<file path="config.mk">
export PLATFORM = sky130hd
export DESIGN_NAME = ft_restore_reader
export DESIGN_NICKNAME = d
export VERILOG_FILES = /design/src/rtl/ftm_pkg.sv /design/src/rtl/ft_restore_reader.sv
export SDC_FILE = /design/constraint.sdc
export NUM_CORES = 1
export LEC_CHECK = 0
export ABC_AREA = 1
export CORE_MARGIN = 4
export CORE_UTILIZATION = 34
export CTS_BUF_LIST = sky130_fd_sc_hd__clkbuf_4 sky130_fd_sc_hd__clkbuf_8
export CTS_CLUSTER_DIAMETER = 40
export DETAILED_ROUTE_END_ITERATION = 10
export GPL_ROUTABILITY_DRIVEN = 0
export PLACE_DENSITY = 0.8
export SETUP_SLACK_MARGIN = 0.5
export SYNTH_ARGS = -nofsm -noshare
export SYNTH_HDL_FRONTEND = slang
export SYNTH_SLANG_ARGS = --single-unit
</file>
<file path="constraint.sdc">
create_clock -name clk_i -period 1.1 [get_ports clk_i]
set_input_delay 0.22 -clock clk_i [delete_from_list [all_inputs] [get_ports clk_i]]
set_output_delay 0.22 -clock clk_i [all_outputs]
set_load 0.03 [all_outputs]
</file>
<file path="src/rtl/ftm_pkg.sv">
// Shared definitions for the fault-tolerance checkpoint memory and its restore reader.
// Also used by the checkpoint memory, so keep the word layout constants in sync with it.
package ftm_pkg;

  localparam int PC_WORD_IDX = 32;
  localparam int RF_ADDR_W   = 5;
  localparam int IDX_W       = 6;
  localparam int WORD_SHIFT  = 2;

  typedef enum logic [2:0] {
    FTM_IDLE,
    FTM_REQ,
    FTM_WAIT,
    FTM_WRITE,
    FTM_DONE,
    FTM_ERROR
  } ftm_rst_state_e;

endpackage

</file>
<file path="src/rtl/ft_restore_reader.sv">
// Reads the checkpointed register file and PC from checkpoint memory, one word at a time,
// and replays each word into the recovering core as a register write or a PC load.
module ft_restore_reader
  import ftm_pkg::*;
#(
  parameter int          NUM_REGS  = 32,
  parameter int          PC_WORD   = PC_WORD_IDX,
  parameter logic [31:0] BASE_ADDR = 32'h0
) (
  input  logic                 clk_i,
  input  logic                 rst_i,
  input  logic                 start_i,
  output logic                 busy_o,
  output logic                 done_o,
  output logic                 error_o,
  output logic                 req_o,
  input  logic                 gnt_i,
  input  logic                 rvalid_i,
  output logic [31:0]          addr_o,
  input  logic [31:0]          rdata_i,
  input  logic                 err_i,
  output logic                 we_rf_o,
  output logic [RF_ADDR_W-1:0] addr_rf_o,
  output logic [31:0]          data_rf_o,
  output logic                 load_pc_o,
  output logic [31:0]          pc_o
);

  localparam logic [IDX_W-1:0] FIRST_IDX = IDX_W'(1);
  localparam logic [IDX_W-1:0] LAST_REG  = IDX_W'(NUM_REGS - 1);
  localparam logic [IDX_W-1:0] PC_IDX    = IDX_W'(PC_WORD);

  ftm_rst_state_e   state_q, state_d;
  logic [IDX_W-1:0] idx_q;
  logic [31:0]      word_q;
  logic             error_q;
  logic             is_pc;

  assign is_pc = (idx_q == PC_IDX);

  // NOTE: every register here is a plain flop reset to a known value; non-blocking
  // assignments keep all of them updating from the same pre-edge snapshot.
  always_ff @(posedge clk_i) begin
    if (rst_i) begin
      state_q <= FTM_IDLE;
      idx_q   <= FIRST_IDX;
      word_q  <= '0;
      error_q <= 1'b0;
    end else begin
      state_q <= state_d;
      case (state_q)
        FTM_IDLE: begin
          if (start_i) begin
            idx_q   <= FIRST_IDX;
            error_q <= 1'b0;
          end
        end
        FTM_WAIT: begin
          if (rvalid_i && !err_i) word_q <= rdata_i;
        end
        FTM_WRITE: begin
          // After the last register the index skips straight to the PC word.
          if (!is_pc) idx_q <= (idx_q == LAST_REG) ? PC_IDX : idx_q + 1'b1;
        end
        FTM_ERROR: error_q <= 1'b1;
        default: ;
      endcase
    end
  end

  // NOTE: a default assignment ahead of the case keeps this block free of inferred latches.
  always_comb begin
    state_d = state_q;
    case (state_q)
      FTM_IDLE:  if (start_i) state_d = FTM_REQ;
      FTM_REQ:   if (gnt_i) state_d = FTM_WAIT;
      FTM_WAIT:  if (rvalid_i) state_d = err_i ? FTM_ERROR : FTM_WRITE;
      FTM_WRITE: state_d = is_pc ? FTM_DONE : FTM_REQ;
      FTM_DONE:  state_d = FTM_IDLE;
      FTM_ERROR: state_d = FTM_IDLE;
      default:   state_d = FTM_IDLE;
    endcase
  end

  always_comb begin
    req_o     = (state_q == FTM_REQ);
    busy_o    = (state_q == FTM_REQ) || (state_q == FTM_WAIT) || (state_q == FTM_WRITE);
    done_o    = (state_q == FTM_DONE);
    error_o   = error_q;
    we_rf_o   = (state_q == FTM_WRITE) && !is_pc;
    load_pc_o = (state_q == FTM_WRITE) && is_pc;
    addr_o    = '0;
    addr_rf_o = '0;
    if (req_o) addr_o = BASE_ADDR + (32'(idx_q) << WORD_SHIFT);
    if (we_rf_o) addr_rf_o = idx_q[RF_ADDR_W-1:0];
    data_rf_o = word_q;
    pc_o      = word_q;
  end

endmodule

</file>
==> summary.md <==
| Metric | Value |
|---|---|
| Clk root buf | `clkbuf_8` |
| GRT Resource Usage Total | `between 10% and 20%` |
| Primary FF master, synth | `dfxtp_1` |
| Seq/Total Area, Yosys | `a little under two fifths` |
| Synthesis-to-layout area growth | `121%` |
| Top cell type's share of synthesized area | `38.2%` |
| Critical Path Most Common Cell | `buf_6` |
| Crit end category | `output port` |
| Post-synth EDFFs | `0` |
| Row count | `29` |
| ANT nets after route | `0` |
| Yosys top cell by area | `dfxtp_1` |
| Num Clock Sinks | `between 40 and 50` |
| Switch share | `between 30% and 40%` |
| Synth Cell Area | `about 2200 um2` |
| Share of cells above drive strength 1 | `around 66%` |
| RSZ-0062 raised after global routing | `yes` |
| Crit Path Class | `reg2out` |
| Clk pwr share | `a little over a fifth` |
| Switching Power | `roughly 2600 uW` |
| Peak Freq | `around 620 MHz` |
| Kind of cell adding the most delay to the critical path | `flip-flops` |
| Peak supply drop | `about 1.5 mV` |
| DRT Wirelength | `8440 um` |
| Status | `complete, but fails checks` |
| Period utilisation layout | `148%` |
| WL/cell | `approximately 16 um` |
| LEAKAGE | `0.00204 uW` |
| Clock-pin slew on the worst setup and hold paths | `about 0.09 ns` |
| H-tree levels | `2` |
| Worst hold path class | `in2reg` |
| Initial cell density of the core | `34.9%` |
| Worst EP required | `about 0.9 ns` |
| Height of the die | `between 80 and 90 um` |
| Violated checks | `setup timing` |
| Global-route wire length before repair | `11800 um` |
| Asr flop ratio synth | `0%` |
| Critical path cell sequence | `inv_4, ha_4, nand3_2, nand2_2, buf_6, nor2_4, buf_6` |
| Max cap viols | `0` |
| Global route overflow | `0` |
| Synth top cells by count | `93 x nor2_1, 58 x buf_4, 42 x dfxtp_1` |
| Buffer and inverter count on the worst path | `3` |
| Via-to-Cell Ratio | `between 4 and 5` |
| Largest net degree at the start of global routing | `33` |
| Worst-path maximum fanout | `3` |
| Mapped Avg Cell Area | `about 7.2 um2` |
| CTS buffer count | `5` |
| Longest Clk Path Bufs | `2` |
| Synth Instances | `about 300` |
| CP max-delay cell | `dfxtp_4` |
| DR iter-0 viols | `77` |
| Final Max Tran Viols | `0` |
| Post-synthesis register bit count | `42` |
| Tmin final | `1.62 ns` |
| Core Region | `about 6300 um2` |
| Die area | `7830 um2` |
| NumNets Final | `496` |
| Diodes inserted | `0` |
| Total power per unit cell area | `roughly 1400 nW/um2` |
| Flop pwr share | `26.9%` |
| Worst EP arrival | `between 1 and 1.5 ns` |
| I/O pin count | `between 100 and 150` |
| Via count of the first global-routing pass | `~2500` |
| Slowest Stage Delay on Critical Path | `~0.37 ns` |
| DRC errors left | `0` |
| Comb pwr share | `about half` |
| Synth area leaders | `dfxtp_1 38%, buf_4 20%, nor2_1 16%, o21ai_0 8.2%, nand2_1 3.1%` |
| Synth unique cells | `21` |
| Top-count cell post-synth | `nor2_1` |
| Synth Warn # | `0` |
| Die outline width | `around 88 um` |
| Setup crit start kind | `flip-flop` |
| CTS tree | `yes` |
| Final setup fails | `58` |
| Clock latency at the later pin of the worst-skew pair | `approximately 0.3 ns` |
| Internal cell power | `4180 uW` |
| Util after Layout | `a little under 80%` |
| Power, Total | `just under 7000 uW` |
| Clock Skew | `approximately 0.007 ns` |
| Final hold violations | `0` |
| IO buf count | `about 120` |
| DPL Wire Length | `between 4000 and 5000 um` |
| Via count | `approximately 2500` |
| Antenna violations before repair | `0` |
| Drt first pass iters | `4` |
| Setup ws final | `-0.525 ns` |
## per-stage QoR
stage	setup WS, ns	instance area [um2]	setup TNS, ns	hold WS (ns)	std cells
detailed placement	-0.380	3490	-14.59	0.479	489
finish	-0.525	4870	-18.91	0.533	534
CTS	-0.490	4550	-14.70	0.493	514
global route	-0.580	4870	-22.08	0.533	534
global placement	-0.331	3490	-13.59	0.471	489
floorplan	-0.185	2730	-2.58	0.354	330
## cell usage in the layout, fill, tap and decap left out, drive strengths merged
cell type and instances:
nand3b 1, inv 15, conb 26, bufinv 2, dfxtp 42, a21oi 8, ha 2, clkbuf 6
clkinv 2, nand4 2, nand3 12, nand2 20, buf 150, nor3 1, o21ai 37, nor2 94
clkdlybuf4s50 37
## routing by layer
layer / wire [um] / vias up / part of all wire (%) / global-route usage [%]
met4: 108 / 0 / 1.3 / 5.22
li1: - / 1188 / - / -
met3: 580 / 11 / 6.9 / 4.66
met5: 0 / - / 0 / 0
met1: 3080 / 1197 / 36 / 22.5
met2: 4680 / 109 / 55 / 34.6
## logic make-up after synthesis
kind of cell | count (synthesis) | share of synthesized area, %
and+or+nand+nor | 130 | 24.3
AOI/OAI and AO/OA | 45 | 10.2
adders and majority gates | 2 | 1.14
buffers and inverters | 85 | 26.0
other | 1 | 0.170
DFF | 42 | 38.2
## sequential cells by signal, indices dropped and copies added (netlist names)
name and count:
state_q 3, error_o 1, data_rf_o 32, idx_q 6
## tightest hold or removal path, cell delays in order
cell and delay (ns):
clkdlybuf4s50_1 0.44, nor2_4 0.11, nor2_1 0.04
## power by group through the flow
| stage | clock, uW | sequential (uW) | combinational, uW |
|---|---|---|---|
| floorplan | 0 | 2010 | 1460 |
| global placement | 0 | 1820 | 2270 |
| detailed placement | 0 | 1820 | 2300 |
| CTS | 1500 | 1820 | 3050 |
| global route | 1580 | 1840 | 3660 |
| finish | 1480 | 1820 | 3450 |
## final timing paths
path,startpoint,to,slack (ns),cells after the start
max,idx_q[1],addr_rf_o[4],-0.52,7
min,rdata_i[17],data_rf_o[17],0.53,3
min reg2reg,data_rf_o[30],data_rf_o[30],0.54,2
max reg2reg,state_q[2],state_q[1],-0.41,10
## cell type report
cell class                 instances  area, um2
multi-input combinational        203       1470
clock inverter                     3       68.8
timing repair buffer             188       2080
fill                             375       1450
inverter                          16       95.1
tap                               77       96.3
clock buffer                       5       68.8
sequential                        42        981
## timing repair
item,CTS,global route
endpoints found under the hold margin,0,0
resized for setup,189,49
setup buffers,13,18
setup endpoints to repair,123,123
cloned,4,2
hold buffers,0,0
pin swaps,34,28
(Power assumes the default switching activity.)
